### src/rtl/div_seq_param.sv
// div_seq_param
//   Multi-cycle restoring divider (one quotient bit per clock) for the MIPS
//   EX stage DIV/DIVU path. Handles signed and unsigned operands, divide by
//   zero, and the sign fix-up of quotient and remainder.
//
//   Ports
//     clk            clock, all logic on posedge
//     rst            asynchronous active-high reset
//     signed_div_in  1 = two's-complement operands, 0 = unsigned
//     dived_in       dividend, sampled at accept
//     div_in         divisor, sampled at accept
//     div_start_in   request, accepted in IDLE or DONE
//     div_cancel_in  abort the operation in flight / block an accept
//     div_busy_out   high while in RUN and FIX
//     div_ready_out  one-cycle pulse when div_res_out is updated
//     div_res_out    {remainder, quotient}, held until the next ready pulse
//     div_zero_out   divisor was zero, held with div_res_out
//
//   Optional feature macro: DIV_EARLY_OUT_EN
//     When defined, an accept with |dividend| < |divisor| skips RUN and goes
//     straight to FIX. Results are identical; only latency changes.
//
//   state | meaning
//   IDLE  | waiting for a request
//   RUN   | one restoring step per cycle, WIDTH cycles
//   FIX   | sign correction, load outputs
//   DONE  | ready pulse; may accept a new request

module div_seq_param #(
    parameter int WIDTH = 32
) (
    input  logic               clk,
    input  logic               rst,
    input  logic               signed_div_in,
    input  logic [WIDTH-1:0]   dived_in,
    input  logic [WIDTH-1:0]   div_in,
    input  logic               div_start_in,
    input  logic               div_cancel_in,
    output logic               div_busy_out,
    output logic               div_ready_out,
    output logic [2*WIDTH-1:0] div_res_out,
    output logic               div_zero_out
);

    localparam int CNT_W = $clog2(WIDTH + 1);
    localparam logic [CNT_W-1:0] LAST_CNT = CNT_W'(WIDTH - 1);

    typedef enum logic [1:0] {
        S_IDLE,
        S_RUN,
        S_FIX,
        S_DONE
    } state_t;

    state_t           state;
    logic [CNT_W-1:0] cnt;
    logic [WIDTH-1:0] rem;
    logic [WIDTH-1:0] quo;
    logic [WIDTH-1:0] dvs_mag;
    logic             neg_quo;
    logic             neg_rem;
    logic             zero_op;

    logic             accept;
    logic [WIDTH-1:0] dived_mag;
    logic [WIDTH-1:0] div_mag;
    logic [WIDTH:0]   rem_shift;
    logic [WIDTH:0]   trial;
    logic [WIDTH-1:0] quo_fix;
    logic [WIDTH-1:0] rem_fix;
    logic             early;

    always_comb begin
        accept    = ((state == S_IDLE) || (state == S_DONE)) && div_start_in && !div_cancel_in;
        // |MIN| comes out as 2^(WIDTH-1), which is exact when read as unsigned
        dived_mag = (signed_div_in && dived_in[WIDTH-1]) ? -dived_in : dived_in;
        div_mag   = (signed_div_in && div_in[WIDTH-1])   ? -div_in   : div_in;
        // next partial remainder bit comes from the top of the quotient register
        rem_shift = {rem, quo[WIDTH-1]};
        trial     = rem_shift - {1'b0, dvs_mag};
        quo_fix   = neg_quo ? -quo : quo;
        rem_fix   = neg_rem ? -rem : rem;
    end

`ifdef DIV_EARLY_OUT_EN
    assign early = (dived_mag < div_mag);
`else
    assign early = 1'b0;
`endif

    always_ff @(posedge clk or posedge rst) begin
        if (rst) begin
            state         <= S_IDLE;
            cnt           <= '0;
            rem           <= '0;
            quo           <= '0;
            dvs_mag       <= '0;
            neg_quo       <= 1'b0;
            neg_rem       <= 1'b0;
            zero_op       <= 1'b0;
            div_busy_out  <= 1'b0;
            div_ready_out <= 1'b0;
            div_res_out   <= '0;
            div_zero_out  <= 1'b0;
        end else begin
            div_ready_out <= 1'b0;
            case (state)
                S_IDLE, S_DONE: begin
                    if (accept) begin
                        dvs_mag      <= div_mag;
                        neg_quo      <= signed_div_in & (dived_in[WIDTH-1] ^ div_in[WIDTH-1]);
                        neg_rem      <= signed_div_in & dived_in[WIDTH-1];
                        cnt          <= '0;
                        div_busy_out <= 1'b1;
                        if (div_in == '0) begin
                            // raw dividend and all-ones quotient bypass the sign fix-up
                            zero_op <= 1'b1;
                            rem     <= dived_in;
                            quo     <= '1;
                            state   <= S_FIX;
                        end else if (early) begin
                            zero_op <= 1'b0;
                            rem     <= dived_mag;
                            quo     <= '0;
                            state   <= S_FIX;
                        end else begin
                            zero_op <= 1'b0;
                            rem     <= '0;
                            quo     <= dived_mag;
                            state   <= S_RUN;
                        end
                    end else begin
                        state <= S_IDLE;
                    end
                end

                S_RUN: begin
                    if (div_cancel_in) begin
                        div_busy_out <= 1'b0;
                        state        <= S_IDLE;
                    end else begin
                        if (!trial[WIDTH]) begin
                            rem <= trial[WIDTH-1:0];
                            quo <= {quo[WIDTH-2:0], 1'b1};
                        end else begin
                            rem <= rem_shift[WIDTH-1:0];
                            quo <= {quo[WIDTH-2:0], 1'b0};
                        end
                        cnt <= cnt + 1'b1;
                        if (cnt == LAST_CNT) begin
                            state <= S_FIX;
                        end
                    end
                end

                S_FIX: begin
                    div_busy_out <= 1'b0;
                    if (div_cancel_in) begin
                        state <= S_IDLE;
                    end else begin
                        div_res_out   <= zero_op ? {rem, quo} : {rem_fix, quo_fix};
                        div_zero_out  <= zero_op;
                        div_ready_out <= 1'b1;
                        state         <= S_DONE;
                    end
                end

                default: begin
                    div_busy_out <= 1'b0;
                    state        <= S_IDLE;
                end
            endcase
        end
    end

endmodule

### config.mk
export PLATFORM = sky130hd
export DESIGN_NAME = div_seq_param
export DESIGN_NICKNAME = d
export VERILOG_FILES = /design/src/rtl/div_seq_param.sv
export SDC_FILE = /design/constraint.sdc
export NUM_CORES = 1
export LEC_CHECK = 0
export ABC_AREA = 1
export BUFFER_PORTS_ARGS = -buffer_cell sky130_fd_sc_hd__clkbuf_2
export CORE_MARGIN = 2
export CORE_UTILIZATION = 35
export DETAILED_ROUTE_END_ITERATION = 6
export GPL_ROUTABILITY_DRIVEN = 1
export GPL_TIMING_DRIVEN = 0
export SYNTH_ARGS = -nofsm -noshare
export SYNTH_HDL_FRONTEND = slang
export SYNTH_SLANG_ARGS = --single-unit
### constraint.sdc
create_clock -name clk -period 7.8 [get_ports clk]
set_input_delay 1.17 -clock clk [delete_from_list [all_inputs] [get_ports clk]]
set_output_delay 1.17 -clock clk [all_outputs]
set_load 0.005 [all_outputs]
==> summary.md, run 1 <==
| Metric | Value |
|---|---|
| Result of the run | finished clean |
| Number of search-and-repair iterations in the first detailed-routing pass | 6 |
| Net Count, Synth | between 2,000 and 2,500 |
| Post-layout nets | about 2,400 |
| Sequential area share after synthesis | 0.3223 |
| Clock skew | about 0.014 ns |
| Hold path endpoint | div_res_out[11] |
| Count of non-filler cells in the finished layout | around 2,800 |
| Capturing element type of the critical path | flop |
| DRT iter0 DRCs | approximately 1,100 |
| Number of max-cap violations | 0 |
| Largest buffer count on any clock path | 2 |
| Leakage Power | slightly above 8 nW |
| Mean Syn Cell Area | about 6.5 sq um |
| Vias/cell | 4.966 |
| Routed length per instance | 16.83 um |
| Antenna Cells | 0 |
| Count of final setup violators | 0 |
| Initial Utilization | 0.3570 |
| Total die area | ~40,000 sq um |
| # rows | 71 |
| Pwr dens | ~450 nW/um^2 |
| Post-synthesis sequential element count | roughly 170 |
| Most frequently used cell type in the post-synthesis netlist | nand2_1 |
| HP Start | div_res_out[11] |
| Shortest clock period the worst path allows after layout | just over 3 ns |
| Number of buffer cells added on primary ports | ~140 |
| R2r startpoint | quo[31] |
| Launching element type of the critical path | input port |
| Clock-pin slew of the registers on the worst-case setup and hold paths | ~0.070 ns |
| Largest cells by area after synthesis | dfrtp_1, nand2_1, inv_1 |
| Final hold violations | 0 |
| Number of cells produced by synthesis | ~2,100 |
| CP arrival | ~3.5 ns |
| Slew at the pin closest to its max-slew limit | about 0.85 ns |
| Clock latency on the worst-skew pair | roughly 0.47 ns |
| Number of CTS-inserted buffers | 17 |
| Cell type contributing the most total cell area after synthesis | dfrtp_1 |
| Ports placed on the boundary | between 100 and 150 |
| Fraction of layout instances using a drive strength above 1 | 0.1099 |
| Area inside the core boundary | 37,840 sq um |
| Relative slew slack | 0.4296 |
| Routability Congestion | slightly below 1 |
| Number of flops mapped to enable cells by yosys | 0 |
| Clock Root Buffer | clkbuf_16 |
| Share of the core filled with cells in the final layout | 0.4097 |
| Share of flip-flops with an asynchronous set or reset after synthesis | 1.000 |
| Total Routed Length | roughly 47 mm |
| Predominant post-synthesis flop cell | dfrtp_1 |
| Wire length of the first global-routing pass | between 70 and 80 mm |
| Post-CTS Setup Inserts | 0 |
| Worst EP required | 8.21 ns |
| Layout-stage area growth over the synthesis result | 14.76% |
| ANT nets after route | 0 |
| RSZ-0062 raised after global routing | no |
| Cell total after placement | approximately 2,700 |
| Vias in the first global route | approximately 13,000 |
| Largest net degree at the start of global routing | about 100 |
| Number of cells upsized or downsized after cts | 0 |
| Hold/Removal Path Class | reg2reg |
| Number of antenna violations at the first check in global routing | 2 |
| Critical-path maximum fanout | 10 |
| IR drop worst, VDD | ~0.17 mV |
| Setup CP Type | in2reg |
| Slack of the worst reg-to-reg path | ~5.0 ns |
| Cell depth of the worst flop-to-flop path | 18 |
| Final slew viol count | 0 |
| Hold-fix buffer count after cts | 0 |
| Setup TNS | 0 ns |
| Ranking of synthesized cells by instance count | nand2_1, inv_1, nor2_1, dfrtp_1, o21ai_0 |
| Post-route DRC | 0 |
| Post-synthesis cell area | approximately 14,000 sq um |
| Total global routing overflow | 0 |
| End of the worst register-to-register path | rem[1] |
| CTS tree | done |
| Cell depth of the worst hold path | 2 |
| Die width | approximately 200 um |
| Level count of the clock H-tree | 4 |
| Number of vias after detailed routing | ~14,000 |
| Die span in y | between 200 and 250 um |
| Achievable Freq | 0.3276 GHz |
| Synth warn | 0 |
| Tcrit/Tclk final | 0.3914 |
| Total track usage | 0.2331 |
| Proportion of netlist area held by the largest area contributor | 0.3223 |
| Number of clock sinks seen by CTS | about 170 |
| Number of distinct library cells after synthesis | 51 |
| Half-perimeter wire length after detailed placement | between 30 and 40 mm |
cells by family (layout without fill, tap and decap cells):
group	after synthesis	in the layout	share of synthesized area
simple gates	1024	1024	0.3200
flops	174	174	0.3223
compound gates	326	326	0.1321
xor+xnor	98	98	0.06353
fa+ha+maj	40	40	0.03760
buf+inv	426	594	0.1246
sequential cells by signal, summed over array words and instances, names as in the netlist, 2 cells and up:
name	flops
quo	32
dvs_mag	32
div_res_out	64
state	2
rem	32
cnt	6
worst max path at each step:
stage | start | end | slack (ns)
after floorplan | rst | cnt[0] | 1.91
final | div_in[0] | quo[8] | 4.75
after CTS | div_in[0] | quo[19] | 4.84
after detailed placement | div_in[0] | rem[17] | 4.35
after global routing | div_in[0] | quo[8] | 4.65
after global placement | rst | dvs_mag[25] | -0.16
final cells by class:
cell class / count / area (sq um)
well taps: 511 / 639.4
clock buffers: 19 / 442.9
inverters: 362 / 1369
flip-flops and latches: 174 / 4354
multi-input cells: 1488 / 7473
plain buffers: 64 / 321.6
fillers: 4109 / 22340
clock inverters: 13 / 201.4
repair buffers: 136 / 703.2
layout by cell type (no fill, tap or decap), types with 5 or more instances in the layout:
cell,n
a21oi_1,93
o22ai_1,5
inv_1,351
nand3b_1,8
buf_2,14
o221ai_1,6
clkbuf_16,17
xnor2_1,7
nand2_2,16
nor2_1,209
a21oi_2,6
inv_2,7
o21ai_0,165
a31oi_1,9
ha_1,39
buf_6,6
clkbuf_1,36
o211ai_1,6
nor2_2,5
dfrtp_1,174
nand3_1,127
buf_1,6
nand4_1,19
o21ai_1,12
xor2_1,91
nor3_1,25
clkbuf_2,135
nand2_1,587
o31ai_1,13
power by group:
group          switching (W)  internal, W  leakage (nW)
Sequential          0.000483      0.00131          2.15
Combinational        0.00277      0.00144          5.83
Clock               0.000417     0.000554         0.309
Total                0.00367      0.00331          8.29
per-layer routing:
layer	track usage	wire, um
met4	0.06905	990
met2	0.3636	20250
met5	0	13
met3	0.03506	2923
met1	0.3332	22400
critical path, stage by stage:
cell	delay, ns
clkbuf_2	0.08
inv_1	0.11
ha_1	0.22
nand3_1	0.12
nor2_1	0.29
nand3_2	0.19
nor2_4	0.27
nand2_2	0.16
nand2_2	0.17
inv_2	0.11
buf_6	0.16
a21oi_1	0.20
o21ai_0	0.12
nand2_1	0.07
per-stage QoR:
stage / instance area (sq um) / power (W) / hold WS [ns] / worst slack [ns]
6_report: 15500 / 0.006981 / 0.4758 / 4.747
4_1_cts: 15500 / 0.006941 / 0.4849 / 4.837
5_1_grt: 15500 / 0.007614 / 0.5008 / 4.653
2_1_floorplan: 13510 / 0.004583 / 0.4502 / 1.913
3_3_place_gp: 14830 / 0.005896 / 0.4633 / -0.1551
3_5_place_dp: 14860 / 0.005954 / 0.4659 / 4.352
No activity file was read; power rests on OpenSTA's default activity.
==> inputs of run 2 (changes only) <==
==> constraint.sdc (replaced) <==
create_clock -name clk -period 2.8 [get_ports clk]
set_input_delay 0.42 -clock clk [delete_from_list [all_inputs] [get_ports clk]]
set_output_delay 0.42 -clock clk [all_outputs]
set_load 0.005 [all_outputs]
==> summary.md, run 2 (synthesis gave the netlist of run 1 again) <==
| Metric | Value |
|---|---|
| Routed length per instance | 16.64 um (-1.2%) |
| Initial Utilization | 0.3570 (unchanged) |
| Max FFs per register | 64 (unchanged) |
| Pwr dens | 1233 nW/um^2 (+170%) |
| Most frequent cells in the layout | nand2_1, inv_1, nor2_1, dfrtp_1, o21ai_0 |
| Largest buffer count on any clock path | 2 (unchanged) |
| Total die area | 40,190 sq um (unchanged) |
| Slew at the pin closest to its max-slew limit | 0.7427 ns (-0.1059 ns) |
| Routability Congestion | 0.9220 (-5.1%) |
| DRT iter0 DRCs | 888 (-16%) |
| Tcrit/Tclk final | 0.9557 |
| Net switching power figure | 0.01009 W (+170%) |
| Slack of the worst reg-to-reg path | 0.12 ns (-4.88 ns) |
| Setup TNS | 0 ns (unchanged) |
| Final slew viol count | 0 (unchanged) |
| Total track usage | 0.2324 (-0.0007213) |
| Register containing the most flip-flops in the final layout | div_res_out |
| Number of buffer cells added on primary ports | 135 (unchanged) |
| Relative slew slack | 0.5006 (+0.07106) |
| Number of search-and-repair iterations in the first detailed-routing pass | 7 (+1) |
| Result of the run | finished clean |
| Clock latency on the worst-skew pair | 0.45 ns (-0.02 ns) |
| IR drop worst, VDD | 0.4707 mV (+170%) |
| End of the worst register-to-register path | rem[2] |
| Achievable Freq | ~0.37 GHz |
| Fraction of layout instances using a drive strength above 1 | 0.1137 (+0.003737) |
| Antenna Cells | 0 (unchanged) |
| Hold/Removal Path Class | in2async |
| Number of vias after detailed routing | 13,600 (-1.0%) |
| Vias in the first global route | 13,100 (+0.092%) |
| Total global routing overflow | 0 (unchanged) |
| Vias/cell | 4.907 (-1.2%) |
| Area inside the core boundary | 37,840 sq um (unchanged) |
| ANT nets after route | 0 (unchanged) |
| Launching element type of the critical path | flop |
| R2r startpoint | rem[0] |
| Shortest clock period the worst path allows after layout | approximately 2.7 ns |
| Part of the total power dissipated in sequential elements | 0.258 (about the same) |
| Count of final setup violators | 0 (unchanged) |
| Layout-stage area growth over the synthesis result | 14.97% |
| Post-layout nets | 2,357 (+0.21%) |
| Total Routed Length | 46.13 mm (-0.97%) |
| Clock Root Buffer | clkbuf_16 |
| Most common cell after layout, fill and taps aside | nand2_1 |
| Worst EP required | 3.13 ns (-5.08 ns) |
| Switching power as a share of total power | 0.5271 (+0.0007050) |
| RSZ-0062 raised after global routing | no |
| Setup CP Type | reg2reg |
| # rows | 71 (unchanged) |
| CTS tree | done |
| Ports placed on the boundary | 136 (unchanged) |
| Number of antenna violations at the first check in global routing | 0 (-2) |
| Final Total Pwr | 0.01915 W (+170%) |
| Die span in y | 200.5 um (unchanged) |
| Number of max-cap violations | 0 (unchanged) |
| Capturing element type of the critical path | flop |
| Number of clock sinks seen by CTS | 174 (unchanged) |
| Largest net degree at the start of global routing | 44 (-58%) |
| Final hold violations | 0 (unchanged) |
| Number of CTS-inserted buffers | 17 (unchanged) |
| Half-perimeter wire length after detailed placement | 38.42 mm (+0.29%) |
| Die width | 200.5 um (unchanged) |
| Clock skew | 0.008810 ns (-0.004830 ns) |
| Power share of the combinational group | 0.613 (+0.009) |
| CP arrival | 3.01 ns (-0.45 ns) |
| Post-route DRC | 0 (unchanged) |
| Wire length of the first global-routing pass | 73.47 mm (+0.40%) |
| Tightest hold margin | 0.005909 ns (-0.4699 ns) |
| Level count of the clock H-tree | 4 (unchanged) |
| Pint | 0.009054 W (+170%) |
| Critical-path maximum fanout | 10 (unchanged) |
| Clock-pin slew of the registers on the worst-case setup and hold paths | 0.07 ns (about the same) |
| Leakage Power | 8.304 nW (+0.15%) |
| Clock Power Share | 0.129 (-0.010) |
| Cell depth of the worst flop-to-flop path | 17 (-1) |
==> run 2: cell type report <==
| class | instances | area, sq um |
|---|---|---|
| plain buffers | 64 | 329.1 |
| clock buffers | 18 | 429.2 |
| clock inverters | 14 | 162.7 |
| fillers | 4164 | 22310 |
| inverters | 362 | 1365 |
| multi-input cells | 1488 | 7481 |
| flip-flops and latches | 174 | 4355 |
| well taps | 511 | 639.4 |
| repair buffers | 141 | 770.7 |
==> run 2: critical path, cell delays in order, from the launching register on <==
cell and delay (ns):
dfrtp_1 0.43, inv_1 0.21, fa_1 0.50, inv_1 0.09
nand3_1 0.08, nand2_2 0.13, nand2_2 0.06, nand2_2 0.11
nand2_2 0.08, nand2_4 0.08, nand2_4 0.07, nand2_4 0.08
nand2_1 0.08, nand2_4 0.13, buf_6 0.17, nand2_1 0.06
nand3_1 0.11, a21oi_1 0.08
==> run 2: how the worst max path moves through the flow <==
| stage | start | to | slack [ns] | cells past startpoint |
|---|---|---|---|---|
| 4_1_cts | quo[31] | rem[2] | 0.07 | 18 |
| 6_report | rem[0] | rem[2] | 0.12 | 17 |
| 3_3_place_gp | rst | dvs_mag[27] | -1.00 | 2 |
| 3_5_place_dp | quo[31] | rem[2] | 0.09 | 18 |
| 2_1_floorplan | rst | cnt[0] | 0.16 | 1 |
| 5_1_grt | rem[22] | rem[23] | 0.003 | 15 |
==> run 2: repair_timing <==
item | 4_1_cts | 5_1_grt
hold buffers | 0 | 0
resized for setup | 0 | 7
endpoints found under the setup margin | 0 | 37
setup buffers | 0 | 2
==> run 2: power by group through the flow <==
stage	sequential (W)	combinational, W	clock [W]
after floorplan	0.00452	0.00825	0
after global placement	0.00492	0.0115	0
after detailed placement	0.00495	0.0116	0
after CTS	0.00491	0.0116	0.00251
after global routing	0.00510	0.0133	0.00261
final	0.00495	0.0117	0.00247
==> run 2: per-stage QoR <==
step	instance area, sq um	setup slack [ns]	util	instances
after CTS	15500	0.07099	0.4096	2770
after global placement	14830	-1.004	0.3919	2734
after global routing	15530	0.002938	0.4104	2772
after detailed placement	14910	0.09348	0.3940	2738
final	15530	0.1241	0.4104	2772
after floorplan	13510	0.1553	-	2088
==> run 2: metal layers <==
layer,global-route usage,routed length [um],vias to the layer above
met2,0.3619,20170,369
met1,0.3350,22460,6315
met4,0.06111,816,0
met5,0,0,-
li1,-,-,6878
met3,0.03604,2683,41
==> inputs of run 3 (changes only) <==
--- a/config.mk
+++ b/config.mk
@@ -7,6 +7,7 @@
 export LEC_CHECK = 0
 export ABC_AREA = 1
 export BUFFER_PORTS_ARGS = -buffer_cell sky130_fd_sc_hd__clkbuf_2
+export CORE_ASPECT_RATIO = 1.75
 export CORE_MARGIN = 2
 export CORE_UTILIZATION = 35
 export DETAILED_ROUTE_END_ITERATION = 6
==> summary.md, run 3 (synthesis gave the netlist of run 1 again) <==
| Metric | Value |
|---|---|
| Result of the run | finished clean |
| # rows | 95 (+34%) |
| Post-route DRC | 0 (unchanged) |
| Fraction of layout instances using a drive strength above 1 | 0.1210 (+0.007372) |
| Number of max-cap violations | 0 (unchanged) |
| CP arrival | 3.06 ns (+0.05 ns) |
| Slew at the pin closest to its max-slew limit | 0.8624 ns (+0.1197 ns) |
| Largest buffer count on any clock path | 2 (unchanged) |
| Cells along the critical path | clkinvlp_4 -> ha_4 -> fa_2 -> inv_2 -> nand3_2 -> nand2_2 -> nand2_2 -> nand2_4 -> nand2_2 -> nand2_4 -> nand2_4 -> nand2_4 -> nand2_8 -> nand2_8 -> buf_6 -> nand2_1 -> nand3_1 -> a21oi_1 |
| Dominant cell type by count on the critical path | nand2_4 |
| Number of search-and-repair iterations in the first detailed-routing pass | 5 (-2) |
| Vias/cell | 4.953 (+0.92%) |
| Level count of the clock H-tree | 4 (unchanged) |
| Routability Congestion | 0.9550 (+3.6%) |
| Number of clock sinks seen by CTS | 174 (unchanged) |
| Number of antenna violations at the first check in global routing | 0 (unchanged) |
| Vias in the first global route | 13,320 (+1.7%) |
| Shortest clock period the worst path allows after layout | 2.717 ns (+0.04083 ns) |
| ANT nets after route | 0 (unchanged) |
| Tcrit/Tclk final | 0.9702 (+0.01458) |
| Clock Root Buffer | clkbuf_16 |
| Leakage Power | 8.379 nW (+0.91%) |
| Ports placed on the boundary | 136 (unchanged) |
| Highest cell delay on the worst timing path | 0.39 ns (-0.11 ns) |
| Hold-fix buffer count after cts | 0 (unchanged) |
| Part of the total power dissipated in sequential elements | 0.243 (-0.015) |
| Pint | 0.009538 W (+5.3%) |
| Final Total Pwr | 0.01992 W (+4.0%) |
| Share of the core filled with cells in the final layout | 0.4105 (about the same) |
| Hold/Removal Path Class | in2async |
| Total global routing overflow | 0 (unchanged) |
| Wire length of the first global-routing pass | 75.72 mm (+3.1%) |
| IR drop worst, VDD | 0.4517 mV (-4.0%) |
| Launching element type of the critical path | flop |
| Number of vias after detailed routing | 13,660 (+0.41%) |
| Pwr dens | 1268 nW/um^2 (+2.9%) |
| Family of cells with the greatest summed delay on the critical path | simple AND/OR/NAND/NOR gates |
| Most frequent cells in the layout | nand2_1, inv_1, nor2_1, dfrtp_1, o21ai_0 |
| Worst EP required | 3.14 ns (about the same) |
| Post-layout nets | 2,368 (+0.47%) |
| Initial Utilization | 0.3530 (-0.004015) |
| DRT iter0 DRCs | 712 (-20%) |
| Achievable Freq | 0.3681 GHz (-1.5%) |
| Bufs and invs on worst path | 3 (unchanged) |
| Master of the slowest instance on the critical path | dfrtp_1 |
| Worst slack at placement | -0.1718 ns (-0.2653 ns) |
| Clock-pin slew of the registers on the worst-case setup and hold paths | 0.07 ns (about the same) |
| Number of buffer cells added on primary ports | 135 (unchanged) |
| Total track usage | 0.2478 (+0.01549) |
| Final slew viol count | 0 (unchanged) |
| Relative slew slack | 0.4251 (-0.07556) |
| Clock latency on the worst-skew pair | 0.47 ns (+0.02 ns) |
| Power share of the combinational group | 0.625 (+0.012) |
| CTS tree | done |
| Die span in y | 263.9 um (+32%) |
| Switching power as a share of total power | 0.5211 (-0.005965) |
| Capturing element type of the critical path | flop |
| Clock skew | 0.01483 ns (+0.006024 ns) |
| Clock Power Share | 0.132 (+0.003) |
| Routed length per instance | 18.46 um (+11%) |
| Setup TNS | 0 ns (unchanged) |
| Area inside the core boundary | 38,270 sq um (+1.1%) |
| Half-perimeter wire length after detailed placement | 42.22 mm (+9.9%) |
| Critical-path maximum fanout | 10 (unchanged) |
| Die width | 152.5 um (-24%) |
| Register containing the most flip-flops in the final layout | div_res_out |
| Number of CTS-inserted buffers | 17 (unchanged) |
| Final hold violations | 0 (unchanged) |
| Setup WS post-layout | 0.08332 ns (-0.04083 ns) |
| Most common cell after layout, fill and taps aside | nand2_1 |
| Net switching power figure | 0.01038 W (+2.9%) |
| Total die area | 40,250 sq um (+0.16%) |
| Count of final setup violators | 0 (unchanged) |
| Largest net degree at the start of global routing | 41 (-6.8%) |
| Total Routed Length | 50.92 mm (+10%) |
| Setup CP Type | reg2reg |
| Layout-stage area growth over the synthesis result | 16.28% |
| Max FFs per register | 64 (unchanged) |
-- run 3: timing repair --
item,4_1_cts,5_1_grt
cloned,0,2
setup endpoints to repair,30,31
gates resized for setup,4,15
setup buffers,3,8
pin swaps,2,5
-- run 3: final timing paths --
kind	cells past startpoint	slack (ns)	from	endpoint
max in group asynchronous	5	1.58	rst	div_res_out[37]
setup reg to reg	18	0.08	quo[31]	rem[19]
hold reg to reg	2	0.48	div_res_out[19]	div_res_out[19]
hold / removal	2	0.05	rst	div_res_out[29]
min in group clk	3	0.28	div_in[15]	dvs_mag[15]
setup / recovery	18	0.08	quo[31]	rem[19]
-- run 3: worst reg2reg max path: stages, from the launching register on --
cell	delay, ns
dfrtp_1	0.39
clkinvlp_4	0.24
ha_4	0.25
fa_2	0.38
inv_2	0.08
nand3_2	0.07
nand2_2	0.12
nand2_2	0.07
nand2_4	0.08
nand2_2	0.06
nand2_4	0.08
nand2_4	0.07
nand2_4	0.10
nand2_8	0.08
nand2_8	0.13
buf_6	0.16
nand2_1	0.11
nand3_1	0.09
a21oi_1	0.06
-- run 3: power groups by stage --
| stage | Clock [W] | Sequential (W) | Combinational (W) |
|---|---|---|---|
| floorplan | 0 | 0.00452 | 0.00825 |
| global placement | 0 | 0.00482 | 0.0117 |
| detailed placement | 0 | 0.00485 | 0.0118 |
| CTS | 0.00265 | 0.00482 | 0.0119 |
| global route | 0.00273 | 0.00500 | 0.0139 |
| finish | 0.00262 | 0.00485 | 0.0124 |
-- run 3: final cells by class --
class	count	area, sq um
Fill cell	4161	22560
Multi-Input combinational cell	1488	7526
Sequential cell	174	4354
Inverter	362	1369
Timing Repair Buffer	152	888.4
Tap cell	485	606.8
Clock buffer	17	425.4
Buffer	64	337.8
Clock inverter	15	200.2
Antenna cell	1	2.502
-- run 3: metrics by stage --
stage	area [sq um]	instances	hold WS [ns]
2_1_floorplan	13510	2088	0.4502
3_3_place_gp	14800	2708	0.4643
3_5_place_dp	14880	2712	0.4675
4_1_cts	15550	2747	0.05792
5_1_grt	15710	2757	0.1066
6_report	15710	2758	0.04809
-- run 3: routing by layer --
| metal | vias to the layer above | global-route usage | share of wire |
|---|---|---|---|
| met5 | - | 0 | 0 |
| met4 | 0 | 0.1847 | 0.083 |
| met3 | 121 | 0.02034 | 0.028 |
| met2 | 365 | 0.4870 | 0.55 |
| met1 | 6265 | 0.2352 | 0.34 |
| li1 | 6908 | - | - |
